[config.mk]
export PLATFORM = sky130hd
export DESIGN_NAME = rst_sequencer
export DESIGN_NICKNAME = d
export VERILOG_FILES = /design/src/rtl/rst_sequencer.sv
export SDC_FILE = /design/constraint.sdc
export NUM_CORES = 1
export LEC_CHECK = 0
export ABC_AREA = 1
export BUFFER_PORTS_ARGS = -buffer_cell sky130_fd_sc_hd__clkbuf_2
export CORE_AREA = 2 2 73 75
export CTS_CLUSTER_SIZE = 28
export DETAILED_ROUTE_END_ITERATION = 16
export DIE_AREA = 0 0 75 77
export GPL_TIMING_DRIVEN = 0
export PLACE_DENSITY = 0.51
export SLEW_MARGIN = 20
export SYNTH_ARGS = -nofsm -noshare
export SYNTH_HDL_FRONTEND = slang
export SYNTH_SLANG_ARGS = --single-unit
[constraint.sdc]
create_clock -name clk_riscv -period 3.6 [get_ports clk_riscv]
set_clock_uncertainty 0.1 [all_clocks]
set_input_delay 0.18 -clock clk_riscv [delete_from_list [all_inputs] [get_ports clk_riscv]]
set_output_delay 0.18 -clock clk_riscv [all_outputs]
set_load 0.02 [all_outputs]
[src/rtl/rst_sequencer.sv]
// Reset sequencer: synchronizes reset release and PLL lock, then releases
// NUM_CH active-low reset channels one by one with a fixed spacing.
module rst_sequencer #(
    parameter int SYNC_STAGES = 2,
    parameter int NUM_CH      = 4,
    parameter int LOCK_CYCLES = 16,
    parameter int STAGE_GAP   = 8,
    parameter int SW_HOLD     = 16
) (
    input  logic              clk_riscv,
    input  logic              reset,
    input  logic              pll_locked,
    input  logic              sw_rst_req,
    output logic [NUM_CH-1:0] rst_n_out,
    output logic              busy,
    output logic [1:0]        rst_cause
);

    localparam int LOCK_W = $clog2(LOCK_CYCLES + 1);
    localparam int GAP_W  = $clog2(STAGE_GAP + 1);
    localparam int HOLD_W = $clog2(SW_HOLD + 1);
    localparam int CH_W   = $clog2(NUM_CH + 1);

    localparam logic [LOCK_W-1:0] LOCK_LAST = LOCK_W'(LOCK_CYCLES - 1);
    localparam logic [GAP_W-1:0]  GAP_LAST  = GAP_W'(STAGE_GAP - 1);
    localparam logic [HOLD_W-1:0] HOLD_LAST = HOLD_W'(SW_HOLD - 1);
    localparam logic [CH_W-1:0]   CH_LAST   = CH_W'(NUM_CH - 1);

    localparam logic [1:0] CAUSE_EXT  = 2'd0;
    localparam logic [1:0] CAUSE_LOCK = 2'd1;
    localparam logic [1:0] CAUSE_SW   = 2'd2;

    typedef enum logic [2:0] {
        HOLD      = 3'd0,
        WAIT_LOCK = 3'd1,
        RELEASE   = 3'd2,
        RUN       = 3'd3,
        SW_RST    = 3'd4
    } state_t;

    logic [SYNC_STAGES-1:0] rel_sync_r;
    logic [SYNC_STAGES-1:0] lock_sync_r;
    logic                   rel_s;
    logic                   lock_s;

    state_t              state_r,    state_s;
    logic [LOCK_W-1:0]   lock_cnt_r, lock_cnt_s;
    logic [GAP_W-1:0]    gap_cnt_r,  gap_cnt_s;
    logic [HOLD_W-1:0]   hold_cnt_r, hold_cnt_s;
    logic [CH_W-1:0]     ch_idx_r,   ch_idx_s;
    logic [NUM_CH-1:0]   rst_n_r,    rst_n_s;
    logic [1:0]          cause_r,    cause_s;
    logic                busy_r;

    // Reset-release and lock synchronizers, both cleared by the async reset.
    always_ff @(posedge clk_riscv or posedge reset) begin
        if (reset) begin
            rel_sync_r  <= '0;
            lock_sync_r <= '0;
        end else begin
            rel_sync_r  <= {rel_sync_r[SYNC_STAGES-2:0], 1'b1};
            lock_sync_r <= {lock_sync_r[SYNC_STAGES-2:0], pll_locked};
        end
    end

    assign rel_s  = rel_sync_r[SYNC_STAGES-1];
    assign lock_s = lock_sync_r[SYNC_STAGES-1];

    // Next-state, counter and output computation for the sequencer FSM.
    always_comb begin
        state_s    = state_r;
        lock_cnt_s = lock_cnt_r;
        gap_cnt_s  = gap_cnt_r;
        hold_cnt_s = hold_cnt_r;
        ch_idx_s   = ch_idx_r;
        rst_n_s    = rst_n_r;
        cause_s    = cause_r;

        case (state_r)
            HOLD: begin
                rst_n_s = '0;
                if (rel_s) begin
                    state_s    = WAIT_LOCK;
                    lock_cnt_s = '0;
                end else begin
                    state_s = HOLD;
                end
            end

            WAIT_LOCK: begin
                rst_n_s = '0;
                if (lock_s) begin
                    if (lock_cnt_r == LOCK_LAST) begin
                        state_s    = RELEASE;
                        lock_cnt_s = '0;
                        gap_cnt_s  = '0;
                        ch_idx_s   = '0;
                    end else begin
                        lock_cnt_s = lock_cnt_r + LOCK_W'(1);
                    end
                end else begin
                    lock_cnt_s = '0;
                end
            end

            RELEASE: begin
                if (!lock_s) begin
                    state_s    = WAIT_LOCK;
                    rst_n_s    = '0;
                    cause_s    = CAUSE_LOCK;
                    lock_cnt_s = '0;
                end else if (gap_cnt_r == GAP_LAST) begin
                    rst_n_s   = rst_n_r | (NUM_CH'(1'b1) << ch_idx_r);
                    gap_cnt_s = '0;
                    if (ch_idx_r == CH_LAST) begin
                        state_s  = RUN;
                        ch_idx_s = '0;
                    end else begin
                        ch_idx_s = ch_idx_r + CH_W'(1);
                    end
                end else begin
                    gap_cnt_s = gap_cnt_r + GAP_W'(1);
                end
            end

            RUN: begin
                // Lock loss takes priority over a simultaneous software request.
                if (!lock_s) begin
                    state_s    = WAIT_LOCK;
                    rst_n_s    = '0;
                    cause_s    = CAUSE_LOCK;
                    lock_cnt_s = '0;
                end else if (sw_rst_req) begin
                    state_s    = SW_RST;
                    rst_n_s    = '0;
                    cause_s    = CAUSE_SW;
                    hold_cnt_s = '0;
                end else begin
                    state_s = RUN;
                end
            end

            SW_RST: begin
                rst_n_s = '0;
                if (!lock_s) begin
                    state_s    = WAIT_LOCK;
                    cause_s    = CAUSE_LOCK;
                    lock_cnt_s = '0;
                end else if (hold_cnt_r == HOLD_LAST) begin
                    state_s    = RELEASE;
                    hold_cnt_s = '0;
                    gap_cnt_s  = '0;
                    ch_idx_s   = '0;
                end else begin
                    hold_cnt_s = hold_cnt_r + HOLD_W'(1);
                end
            end

            default: begin
                state_s    = HOLD;
                rst_n_s    = '0;
                lock_cnt_s = '0;
                gap_cnt_s  = '0;
                hold_cnt_s = '0;
                ch_idx_s   = '0;
                cause_s    = CAUSE_EXT;
            end
        endcase
    end

    // FSM state, counters and registered outputs.
    always_ff @(posedge clk_riscv or posedge reset) begin
        if (reset) begin
            state_r    <= HOLD;
            lock_cnt_r <= '0;
            gap_cnt_r  <= '0;
            hold_cnt_r <= '0;
            ch_idx_r   <= '0;
            rst_n_r    <= '0;
            cause_r    <= CAUSE_EXT;
            busy_r     <= 1'b1;
        end else begin
            state_r    <= state_s;
            lock_cnt_r <= lock_cnt_s;
            gap_cnt_r  <= gap_cnt_s;
            hold_cnt_r <= hold_cnt_s;
            ch_idx_r   <= ch_idx_s;
            rst_n_r    <= rst_n_s;
            cause_r    <= cause_s;
            busy_r     <= (state_s != RUN);
        end
    end

    assign rst_n_out = rst_n_r;
    assign busy      = busy_r;
    assign rst_cause = cause_r;

endmodule

=== Word-level counts from Yosys, hierarchy flattened ===
Index checks and enable logic that the tools add are counted.

* Output and inout port bits: 7
* Register bits: 31
* Word-level logic and storage cells: 98
* Input bits: 4

* Mux-type cells: 45
* Equal/unequal tests: 22
* Shift operators: 1
* Reductions and logical operators: 12
* $add $sub $neg: 4
* Bitwise gates (word level): 4

{| class="wikitable"
|+ Operator list
! operator !! count
|-
| two-way mux 3 bit || 16
|-
| two-way mux 4 bit || 10
|-
| two-way mux 5 bit || 8
|-
| one-hot mux 5 bit (3 select lines) || 2
|-
| != test 2 bit (second input constant) || 11
|-
| one-hot mux 4 bit (4 select lines) || 1
|-
| one-hot mux 3 bit (5 select lines) || 1
|-
| one-hot mux 3 bit (4 select lines) || 1
|-
| adder 5 x 1 -> 5 bit (second input constant) || 2
|-
| == test 5 x 4 -> 1 bit (second input constant) || 2
|-
| == test 3 x 2 -> 1 bit (second input constant) || 3
|-
| one-hot mux 4 bit (2 select lines) || 1
|-
| AND reduction 7 bit || 1
|-
| two-way mux 2 bit || 3
|-
| != test 3 bit (second input constant) || 2
|-
| one-hot mux 2 bit (3 select lines) || 1
|-
| AND reduction 6 bit || 1
|-
| OR reduction 2 bit || 3
|-
| OR reduction 3 bit || 2
|-
| adder 4 x 1 -> 4 bit (second input constant) || 1
|-
| == test 4 x 3 -> 1 bit (second input constant) || 1
|-
| bitwise OR 4 bit || 1
|-
| AND reduction 2 bit || 2
|-
| AND reduction 4 bit || 1
|-
| 9 further kinds || 11
|}

=== Longest topological paths before layout ===
Gate-level depths: netlist (run 1).

* Depth in word-level cells: 6
* Gate-level depth with buffers: 9
* Gate-level depth less buffers: 9

=== Least setup slack after synthesis (run 1) ===
Ideal clock, no wire load.

* Path type: reg2reg
* Start point: register hold_cnt_r[0]
* End point: register gap_cnt_r[2]
* Stages on the path, launching flop included: 9
* Arrival: 1164 ps
* Setup slack: 2215 ps
* Buffers on the path: 0
* Data required time: 3379 ps
* Cells stage by stage: dfrtp_1 ha_1 nand4_1 nand2_2 nand2_1 inv_2 nand2_4 nand2_1 o21ai_1

* Word-level cells in the longest chain between the ends: 3

{| class="wikitable"
|+ RTL lines
! element !! line !! text
|-
| start, declared || 49 || <nowiki>logic [HOLD_W-1:0] hold_cnt_r, hold_cnt_s;</nowiki>
|-
| start signal, assigned || 186 || <nowiki>hold_cnt_r <= hold_cnt_s;</nowiki>
|-
| == test 5 x 4 -> 1 bit || 149 || <nowiki>end else if (hold_cnt_r == HOLD_LAST) begin</nowiki>
|-
| != test 2 bit (no line) || -- ||
|-
| AND reduction 6 bit (no line) || -- ||
|-
| end signal, assigned || 185 || <nowiki>gap_cnt_r <= gap_cnt_s;</nowiki>
|-
| end, declared || 48 || <nowiki>logic [GAP_W-1:0] gap_cnt_r, gap_cnt_s;</nowiki>
|}

No other way between the ends.
A chain may end at the register's enable or synchronous reset.

=== Worst setup path in the final report (run 1) ===
* Start point: register state_r[2]
* End point: register gap_cnt_r[0]

* Word-level cells in the longest chain between the ends: 4

{| class="wikitable"
|+ RTL lines
! element !! line !! text
|-
| start, declared || 46 || <nowiki>state_t state_r, state_s;</nowiki>
|-
| start signal, assigned || 183 || <nowiki>state_r <= state_s;</nowiki>
|-
| == test 3 x 2 -> 1 bit or logical NOT 3 bit (tied branches) || 79 || <nowiki>case (state_r)</nowiki>
|-
| OR reduction 2 bit (no line) || -- ||
|-
| NOT 1 bit (no line) || -- ||
|-
| AND reduction 6 bit (no line) || -- ||
|}

Several ways; a longest one is shown, not always the timed one.

==> results of run 1 <==
synthesized netlist by cell type:
master    number  area (um^2)
a21oi_1        7         35.0
buf_2          1         5.00
clkinv_1       1         3.75
conb_1         1         3.75
dfrtp_1       30          751
dfstp_2        1         26.3
ha_1           7         87.6
inv_1         20         75.1
inv_2          4         15.0
nand2_1       68          255
nand2_2        3         18.8
nand2_4        1         11.3
nand3_1       15         75.1
nand3_2        4         40.0
nand4_1       11         68.8
nor2_1        16         60.1
nor2_2         4         25.0
nor2_4         1         11.3
nor3_1         3         15.0
o211ai_1       1         7.51
o21ai_0        2         10.0
o21ai_1        8         40.0
o21ai_2        1         8.76
or2_0          1         6.26
or2_2          1         6.26
xnor2_1        1         8.76
xor2_1         3         26.3
worst register-to-register path, delay by kind of cell, from the launching register on:
family | cells | cell delay (ns)
and+or+nand+nor | 6 | 0.71
DFF | 1 | 0.43
buffers and inverters | 2 | 0.19
AOI/OAI and AO/OA | 1 | 0.08
state kept, by name, indices dropped and copies added, names as in the netlist:
signal       count
state_r          3
gap_cnt_r        4
hold_cnt_r       5
rst_n_out        4
ch_idx_r         3
busy             1
rst_cause        2
rel_sync_r       2
lock_sync_r      2
lock_cnt_r       5
cell families (layout without fill, tap and decap cells):
family	after synthesis	after routing	synth area share (%)
simple gates	128	128	35.0
flops	31	31	45.8
fa+ha+maj	7	7	5.16
xor+xnor	4	4	2.07
buf+inv	26	46	5.83
other cells	1	1	0.221
compound gates	19	19	5.97
metal layers:
metal	GRT usage (%)	wire length, um	part of all wire [%]	up-vias
li1	-	-	-	734
met1	18.4	1630	50	648
met2	19.7	1570	48	13
met3	3.94	65	2.0	2
met4	3.21	18	0.55	0
met5	0	0	0	-
worst max-delay path by stage:
stage                  start      endpoint  depth (start not counted)
3_3_place_gp   hold_cnt_r[0]  gap_cnt_r[0]                          8
4_1_cts        hold_cnt_r[0]  gap_cnt_r[0]                          8
5_1_grt           state_r[2]  gap_cnt_r[0]                          9
3_5_place_dp   hold_cnt_r[0]  gap_cnt_r[0]                          8
2_1_floorplan  hold_cnt_r[0]  gap_cnt_r[2]                          8
6_report          state_r[2]  gap_cnt_r[0]                          9
report_power, final:
part           internal (mW)  switching (mW)
sequential             0.356         0.00647
clock                  0.135           0.124
combinational         0.0139          0.0313
total                  0.506           0.162
layout by cell type (no fill, tap or decap), types with 2 or more instances in the layout:
cell type / n
xor2_1: 3
dfrtp_1: 30
inv_2: 5
inv_1: 19
nor2_1: 16
nor3_1: 3
o21ai_0: 2
nand3_2: 4
nand4_1: 11
nor2_2: 4
nand2_1: 68
clkbuf_1: 2
nand2_2: 3
ha_1: 7
clkbuf_8: 5
a21oi_1: 7
dlygate4sd3_1: 2
o21ai_1: 8
nand3_1: 15
clkbuf_2: 10
final cells by class:
type	count	area [um^2]	area share [%]
Buffer	1	5.00	0.259
Clock buffer	7	76.3	3.94
Clock inverter	1	5.00	0.259
Inverter	25	93.8	4.85
Multi-Input combinational cell	159	821	42.4
Sequential cell	31	777	40.1
Tap cell	70	87.6	4.52
Timing Repair Buffer	12	70.1	3.62
stage by stage:
step / area (um^2) / hold WS (ns) / instances
floorplan: 1700 / 0.111 / 216
global placement: 1830 / 0.188 / 296
detailed placement: 1830 / 0.190 / 296
CTS: 1940 / 0.107 / 306
global route: 1940 / 0.117 / 306
finish: 1940 / 0.110 / 306
==> impl_metrics.csv, run 1 <==
group,metric,value,unit
floorplan,rows,26,
sta,setup_ws,2.01,ns
global_route,overflow,0,
detailed_routing,drt_iter0_markers,58,
setup_path,path_class,"flip-flop to flip-flop",
detailed_routing,wl,3290,um
clocking,clk_pin_slew_worst_paths,0.06,ns
floorplan,start_util,34.1,%
sta,fmax,630,MHz
floorplan,die_h,77,um
synthesis,ys_ff_latch,31,
clocking,h-tree-depth,2,
global_route,grt_max_degree,32,
placement,place.gp.congestion,0.803,
setup_path,crit_required,3.70,ns
hold_path,hold_path.startpoint,"sw_rst_req",
synthesis,synthCells,216,
sta,rsz0062_at_grt,"false",
clocking,cts_num_sinks,31,
synthesis,syn_area_per_cell,7.85,um^2
synthesis,synth_area,1700,um^2
cells_and_area,diodes,0,
synthesis,syn-num-nets,227,
power,ir_drop,0.173,mV
detailed_routing,wl_per_cell,10.8,um
setup_path,path_buf_inv,2,
status,status,"finished clean",
sta,period_share,44.1,%
synthesis,ys_seq_area_share,45.8,%
setup_path,rr_endpoint,"gap_cnt_r[0]",
sta,finalWorstPathRequiredPeriod,1.59,ns
setup_path,critical_path_arrival,1.68,ns
setup_path,cp_slowest_stage_delay,0.43,ns
hold_path,min_to,"rst_cause[1]",
cells_and_area,fill_cells,519,
detailed_routing,vias,1397,
clocking,clock_latency,0.27,ns
clocking,cts_tree,"yes",
floorplan,die_x,75,um
setup_path,timing.rr.start,"state_r[2]",
detailed_routing,vias_per_cell,4.57,
detailed_routing,drc_errors,0,
clocking,root_buffer,"clkbuf_8",
setup_path,startpoint_type,"flip-flop",
setup_path,crit_family,"simple AND/OR/NAND/NOR gates",
cells_and_area,fin_nets,246,
cells_and_area,syn2layout_area_growth,14.1,%
sta,final_hold_viol_count,0,
cells_and_area,layout-drive-gt1-share,16.1,%
floorplan,coreArea,4980,um^2
floorplan,die-area,5780,um^2
placement,port_buffers,10,
synthesis,synth.distinct_cells,27,
clocking,post_cts_buffers,0,
placement,dp_hpwl,2460,um
global_route,gr-usage-all-layers,13.1,%
setup_path,cpMostUsedCell,"nand2_1",
setup_path,cp_slowest_cell,"dfrtp_1",
sta,setup_viol,0,
clocking,postCtsHoldBufs,2,
run,maxCapViolCount,0,
sta,final_max_slew_viol_count,0,
global_route,grt_pass1_wl,5950,um
cells_and_area,fin_util,38.9,%
floorplan,ioPinCount,11,
power,p_per_area,345,nW/um^2
clocking,clock_path_buffers,2,
hold_path,hold_depth,3,
global_route,grt_pass1_vias,1344,
placement,dp_slack,2.03,ns
clocking,post_cts_resized,0,
global_route,antenna_found_initial,0,
synthesis,yosysWarnings,0,
setup_path,crit_chain,"inv_2 -> nand2_2 -> nor2_1 -> nand2_1 -> nand2_1 -> inv_2 -> nand2_4 -> nand2_1 -> o21ai_1",
setup_path,cp_max_fo,8,
power,totalPowerFinal,668,uW
sta,setup_tns,0,ns
clocking,cts_made_buffers,5,
setup_path,endpoint_kind,"flip-flop",
detailed_routing,first_pass_iters,4,
sta,max-slew-margin-rel,55.6,%
setup_path,r2r_cells,9,
power,power.leakage,0.989,nW
hold_path,hold_path.class,"primary input to flip-flop",
sta,tightest_slew,0.664,ns
setup_path,reg2reg_slack,2.01,ns
detailed_routing,drtAntennaViolNets,0,
Power figures use the tool's default switching activity.
==> run 2: changes to the inputs <==
--- a/config.mk
+++ b/config.mk
@@ -12,7 +12,7 @@
 export DETAILED_ROUTE_END_ITERATION = 16
 export DIE_AREA = 0 0 75 77
 export GPL_TIMING_DRIVEN = 0
-export PLACE_DENSITY = 0.51
+export PLACE_DENSITY = 0.53
 export SLEW_MARGIN = 20
 export SYNTH_ARGS = -nofsm -noshare
 export SYNTH_HDL_FRONTEND = slang
==> constraint.sdc (replaced) <==
create_clock -name clk_riscv -period 1.4 [get_ports clk_riscv]
set_clock_uncertainty 0.1 [all_clocks]
set_input_delay 0.07 -clock clk_riscv [delete_from_list [all_inputs] [get_ports clk_riscv]]
set_output_delay 0.07 -clock clk_riscv [all_outputs]
set_load 0.02 [all_outputs]
==> run 2 against run 1 <==
Against the previous run:
- the flow now finishes with violations (setup timing)
- sequential power rose to 2.6 times the previous value
- clock-buffer cell count fell by 1
- register-to-register slack got worse by 2.0 ns
- setup slack got worse by 2.0 ns
- maximum frequency rose by 11%
- worst hold slack improved by 0.14 ns
- non-clock buffer count rose by 21
- critical path depth did not move
- core utilization rose by 7.1 points
- critical path type unchanged
- largest power group unchanged
==> impl_metrics.csv, run 2 (synthesis gave the netlist of run 1 again) <==
group,metric,value,unit
clocking,h-tree-depth,2,
sta,period_share,102,%
sta,setup_ws,-0.0310,ns
setup_path,reg2reg_slack,-0.03,ns
floorplan,die-area,5780,um^2
setup_path,crit_required,1.48,ns
setup_path,timing.rr.start,"state_r[2]",
sta,whs,0.247,ns
setup_path,cp_max_fo,5,
detailed_routing,drtAntennaViolNets,0,
setup_path,cp_slowest_stage_delay,0.47,ns
placement,dp_hpwl,2430,um
cells_and_area,reg_top3,"hold_cnt_r: 5 flops, lock_cnt_r: 5 flops",
cells_and_area,final_cell_mix,"61 x nand2_1, 28 x dfrtp_1, 20 x buf_4",
global_route,overflow,0,
clocking,clock_path_buffers,2,
floorplan,die_h,77,um
global_route,gr-usage-all-layers,14.1,%
sta,max-slew-margin-rel,56.2,%
clocking,root_buffer,"clkbuf_8",
global_route,grt.met1_usage,18.8,%
global_route,grt_pass1_wl,6290,um
cells_and_area,fill_cells,485,
setup_path,startpoint_type,"flip-flop",
setup_path,path_class,"flip-flop to flip-flop",
placement,place.gp.congestion,0.776,
hold_path,min_to,"rel_sync_r[1]",
power,ir_drop,0.546,mV
sta,fmax,699,MHz
clocking,clk_pin_slew_worst_paths,0.06,ns
setup_path,crit_chain,"inv_4 -> buf_12 -> nor2_4 -> nand2_1 -> nand2_2 -> nor2_4 -> inv_2 -> nand2_1 -> o21ai_2",
global_route,grt-busiest-layer,"met2",
power,power.leakage,1.11,nW
detailed_routing,drt_iter0_markers,32,
power,totalPowerFinal,2.04,mW
setup_path,critical_path_arrival,1.51,ns
floorplan,ioPinCount,11,
detailed_routing,vias_per_cell,4.63,
setup_path,r2r_cells,9,
clocking,cts_num_sinks,31,
cells_and_area,layout-drive-gt1-share,33.9,%
floorplan,start_util,34.1,%
hold_path,hold_path.startpoint,"rel_sync_r[0]",
hold_path,hold_path.class,"flip-flop to flip-flop",
cells_and_area,diodes,0,
global_route,antenna_found_initial,0,
global_route,grt_pass1_vias,1419,
sta,finalWorstPathRequiredPeriod,1.43,ns
placement,dp_slack,-0.209,ns
cells_and_area,syn2layout_area_growth,34.8,%
sta,final_hold_viol_count,0,
floorplan,die_x,75,um
detailed_routing,first_pass_iters,4,
cells_and_area,fin_nets,267,
power,p_per_area,890,nW/um^2
sta,rsz0062_at_grt,"true",
detailed_routing,wl,3670,um
status,violations,"setup timing",
detailed_routing,wl_per_cell,11.2,um
setup_path,cp_slowest_cell,"dfrtp_2",
global_route,met3_usage,3.94,%
global_route,grt_max_degree,32,
sta,setup_tns,-0.157,ns
detailed_routing,vias,1513,
run,maxCapViolCount,0,
hold_path,hold_depth,0,
sta,setup_viol,15,
cells_and_area,layout_commonest_cell,"nand2_1",
clocking,cts_tree,"yes",
floorplan,rows,26,
sta,final_max_slew_viol_count,0,
clocking,cts_made_buffers,5,
setup_path,rr_endpoint,"hold_cnt_r[1]",
sta,tightest_slew,0.656,ns
global_route,grtUsageMet2,21.1,%
detailed_routing,drc_errors,0,
status,status,"complete, but fails checks",
placement,port_buffers,10,
setup_path,endpoint_kind,"flip-flop",
clocking,clock_latency,0.29,ns
floorplan,coreArea,4980,um^2
run 2: worst max path at each step:
stage | startpoint | to | cells past startpoint
after floorplan | hold_cnt_r[0] | gap_cnt_r[2] | 8
after global placement | hold_cnt_r[0] | ch_idx_r[1] | 8
after detailed placement | hold_cnt_r[0] | ch_idx_r[0] | 8
after CTS | hold_cnt_r[1] | ch_idx_r[0] | 8
after global routing | state_r[0] | ch_idx_r[0] | 8
final | state_r[2] | hold_cnt_r[1] | 9
run 2: layout make-up:
class | count | area [um^2] | area share (%)
plain buffers | 1 | 7.51 | 0.328
clock buffers | 6 | 82.6 | 3.61
clock inverters | 2 | 35.0 | 1.53
inverters | 25 | 103 | 4.49
multi-input cells | 159 | 950 | 41.5
flip-flops and latches | 31 | 779 | 34.1
well taps | 70 | 87.6 | 3.83
repair buffers | 33 | 243 | 10.6
run 2: critical path, delay by kind of cell, from the launching register on:
family	cells	cell delay (ns)
buffers and inverters	3	0.30
AND/OR/NAND/NOR	5	0.40
flip-flops	1	0.47
AO/OA/AOI/OAI	1	0.05
run 2: per-layer routing:
metal	vias up	share of wire (%)
li1	778	-
met1	705	47
met2	21	47
met3	9	3.3
met4	0	2.0
met5	-	0
run 2: metrics by stage:
stage,util [%],cell area (um^2),cells
2_1_floorplan,-,1700,216
5_1_grt,46.0,2290,327
3_5_place_dp,36.9,1830,296
3_3_place_gp,36.9,1830,296
6_report,46.0,2290,327
4_1_cts,44.2,2200,324
run 2: repair_timing:
item / CTS / global route
setup endpoints to repair: 26 / 26
hold buffers: 3 / 0
pin swaps: 9 / 12
gates resized for setup: 28 / 15
endpoints found under the hold margin: 32 / 0
setup buffers: 17 / 3
run 2: power breakdown:
| group | switching [mW] | leakage [nW] | total (mW) | internal (mW) |
|---|---|---|---|---|
| clock | 0.340 | 0.0612 | 0.915 | 0.575 |
| combinational | 0.108 | 0.639 | 0.185 | 0.0772 |
| sequential | 0.0198 | 0.410 | 0.936 | 0.916 |
==> run 3: changes to the inputs <==
--- a/config.mk
+++ b/config.mk
@@ -5,15 +5,14 @@
 export SDC_FILE = /design/constraint.sdc
 export NUM_CORES = 1
 export LEC_CHECK = 0
-export ABC_AREA = 1
 export BUFFER_PORTS_ARGS = -buffer_cell sky130_fd_sc_hd__clkbuf_2
 export CORE_AREA = 2 2 73 75
 export CTS_CLUSTER_SIZE = 28
 export DETAILED_ROUTE_END_ITERATION = 16
 export DIE_AREA = 0 0 75 77
 export GPL_TIMING_DRIVEN = 0
-export PLACE_DENSITY = 0.53
-export SLEW_MARGIN = 20
+export PLACE_DENSITY = 0.52
+export SLEW_MARGIN = 10
 export SYNTH_ARGS = -nofsm -noshare
 export SYNTH_HDL_FRONTEND = slang
 export SYNTH_SLANG_ARGS = --single-unit
==> run 3 against run 2 <==
Against the previous run:
- the flow still finishes with violations (setup timing)
- sequential share of layout area down 2.9 points
- flip-flop and latch count unchanged
- die area unchanged
- clock power down 29%
- largest cell class unchanged
- critical endpoint is now gap_cnt_r[0]
- via count down 1.1%
- critical path type unchanged
- design area up 9.6%
==> impl_metrics.csv, run 3 <==
group,metric,value,unit
placement,dp_slack,-0.463,ns
global_route,antenna_found_initial,0,
detailed_routing,vias_per_cell,5.02,
synthesis,synthCells,170,
cells_and_area,syn2layout_area_growth,48.7,%
cells_and_area,fill_cells,455,
floorplan,coreArea,4980,um^2
floorplan,rows,26,
clocking,clock_path_buffers,2,
synthesis,yosysMostFrequentCell,"dfrtp_1",
hold_path,min_to,"rst_cause[1]",
clocking,h-tree-depth,2,
clocking,cts_made_buffers,5,
cells_and_area,diodes,0,
synthesis,ys_ff_latch,31,
sta,max-slew-margin-rel,28.5,%
setup_path,endpoint_kind,"flip-flop",
cells_and_area,fin_cells,298,
hold_path,hold_depth,3,
sta,fmax,556,MHz
sta,finalWorstPathRequiredPeriod,1.80,ns
setup_path,cp_slowest_stage_delay,0.39,ns
cells_and_area,regArea,781,um^2
clocking,clock_latency,0.28,ns
cells_and_area,reg_top3,"hold_cnt_r: 5 flops, lock_cnt_r: 5 flops",
status,violations,"setup timing",
sta,setup_ws,-0.398,ns
sta,final_hold_viol_count,0,
clocking,clk_pin_slew_worst_paths,0.06,ns
placement,dp_cells,250,
setup_path,crit_chain,"ha_2 -> and4b_2 -> a2bb2o_4 -> or2_4 -> mux2_4",
cells_and_area,multi_input_area,1060,um^2
synthesis,ys_seq_area_share,46.1,%
status,status,"complete, but fails checks",
sta,period_share,128,%
floorplan,die_h,77,um
global_route,grt_pass1_wl,7000,um
floorplan,ioPinCount,11,
setup_path,critical_path_arrival,1.86,ns
setup_path,r2r_cells,5,
setup_path,path_class,"flip-flop to flip-flop",
sta,rsz0062_at_grt,"true",
synthesis,syn-num-nets,181,
synthesis,synth_ff_type,"dfrtp_1",
detailed_routing,drc_errors,0,
cells_and_area,layout-drive-gt1-share,46.5,%
placement,place_area,1880,um^2
power,ir_drop,0.356,mV
cells_and_area,fin_util,50.4,%
hold_path,hold_path.class,"primary input to flip-flop",
setup_path,timing.rr.start,"hold_cnt_r[0]",
synthesis,synth.distinct_cells,50,
synthesis,yosysWarnings,0,
sta,setup_viol,26,
cells_and_area,design_area,2510,um^2
detailed_routing,first_pass_iters,4,
placement,port_buffers,10,
power,p_per_area,664,nW/um^2
floorplan,die-area,5780,um^2
cells_and_area,fin_nets,238,
clocking,root_buffer,"clkbuf_8",
floorplan,start_util,33.9,%
setup_path,crit_required,1.47,ns
power,power.leakage,1.07,nW
hold_path,hold_path.startpoint,"sw_rst_req",
synthesis,synth_common_cells,"30 x dfrtp_1, 12 x inv_1, 12 x o21ai_0, 11 x nand2_1",
clocking,cts_num_sinks,31,
detailed_routing,wl_per_cell,14.3,um
detailed_routing,wl,4270,um
global_route,overflow,0,
cells_and_area,final_cell_mix,"27 x dfrtp_1, 27 x buf_4, 12 x buf_6",
detailed_routing,drt_iter0_markers,54,
synthesis,synth_edf_count,0,
run,maxCapViolCount,0,
global_route,gr-usage-all-layers,15.9,%
setup_path,rr_endpoint,"gap_cnt_r[0]",
synthesis,synth_top_area_cell,"dfrtp_1",
synthesis,synth_area_leaders,"dfrtp_1 45%, ha_1 5.2%, o21ai_0 3.6%",
placement,dp_hpwl,2680,um
synthesis,synth_area,1690,um^2
global_route,grt_max_degree,32,
setup_path,startpoint_type,"flip-flop",
floorplan,die_x,75,um
detailed_routing,vias,1497,
placement,place.gp.congestion,0.802,
power,totalPowerFinal,1.67,mW
clocking,cts_tree,"yes",
synthesis,syn_area_per_cell,9.92,um^2
setup_path,cp_slowest_cell,"dfrtp_1",
detailed_routing,drtAntennaViolNets,0,
synthesis,synth_top_area_share,44.5,%
setup_path,reg2reg_slack,-0.40,ns
sta,final_max_slew_viol_count,0,
synthesis,async_flop_share,100,%
setup_path,cp_max_fo,4,
global_route,grt_pass1_vias,1571,
sta,tightest_slew,1.07,ns
-- run 3: cell types whose count changed in the layout (fill, tap and decap cells not counted), moves of 6 or more --
cell,before,now
nand2_1,61,8
o21ai_2,1,7
buf_4,20,27
buf_6,0,12
nand3_1,13,7
nand4_1,11,0
nand2_2,9,3
-- run 3: worst max-delay path by stage --
stage | to | cells after the start | slack, ns | from
3_5_place_dp | gap_cnt_r[0] | 5 | -0.46 | hold_cnt_r[1]
6_report | gap_cnt_r[0] | 5 | -0.40 | hold_cnt_r[0]
3_3_place_gp | gap_cnt_r[0] | 5 | -0.45 | hold_cnt_r[0]
2_1_floorplan | gap_cnt_r[0] | 5 | -0.34 | hold_cnt_r[0]
4_1_cts | gap_cnt_r[0] | 5 | -0.40 | hold_cnt_r[0]
5_1_grt | gap_cnt_r[0] | 5 | -0.44 | hold_cnt_r[0]
-- run 3: through the flow --
step	TNS, ns	hold WS, ns
3_5_place_dp	-6.27	0.0858
2_1_floorplan	-2.06	0.00143
3_3_place_gp	-5.48	0.0782
5_1_grt	-8.09	0.143
6_report	-6.19	0.129
4_1_cts	-5.93	0.00493
-- run 3: worst max-delay path, delay by kind of cell, from the launching register on --
family                   cells  cell delay (ns)
AND/OR/NAND/NOR              2             0.48
AO/OA/AOI/OAI                1             0.23
flip-flops                   1             0.39
multiplexers                 1             0.30
adder cells (fa/ha/maj)      1             0.19
-- run 3: cells by family after synthesis --
| family | Yosys count | synth area share, % |
|---|---|---|
| AOI/OAI and AO/OA | 48 | 19.4 |
| other | 1 | 0.222 |
| muxes | 4 | 2.67 |
| adders and majority gates | 7 | 5.19 |
| and+or+nand+nor | 61 | 21.1 |
| buffers and inverters | 18 | 5.27 |
| DFF | 31 | 46.1 |
-- run 3: layer usage --
layer	GRT usage (%)	share of wire, %	up-vias
met5	0	0	-
li1	-	-	726
met4	6.61	2.6	0
met3	5.26	3.4	15
met2	25.6	51	28
met1	18.9	42	728
-- run 3: power by group --
part | internal, mW | switching, mW
clock | 0.352 | 0.297
sequential | 0.911 | 0.0166
combinational | 0.0351 | 0.0535
total | 1.30 | 0.368
-- run 3: layout make-up --
| cell class | count | area share, % |
|---|---|---|
| plain buffers | 5 | 2.40 |
| clock buffers | 8 | 3.19 |
| inverters | 13 | 1.95 |
| multi-input cells | 122 | 42.5 |
| flip-flops and latches | 31 | 31.1 |
| well taps | 70 | 3.49 |
| repair buffers | 49 | 15.4 |
-- run 3: timing repair --
item                                    CTS  global route
cloned                                    1             0
hold buffers                              1             1
endpoints found under the setup margin   25            26
hold endpoints to repair                  1            30
buffers inserted                         29            11
pin swaps                                14            17
gates resized for setup                  31            32
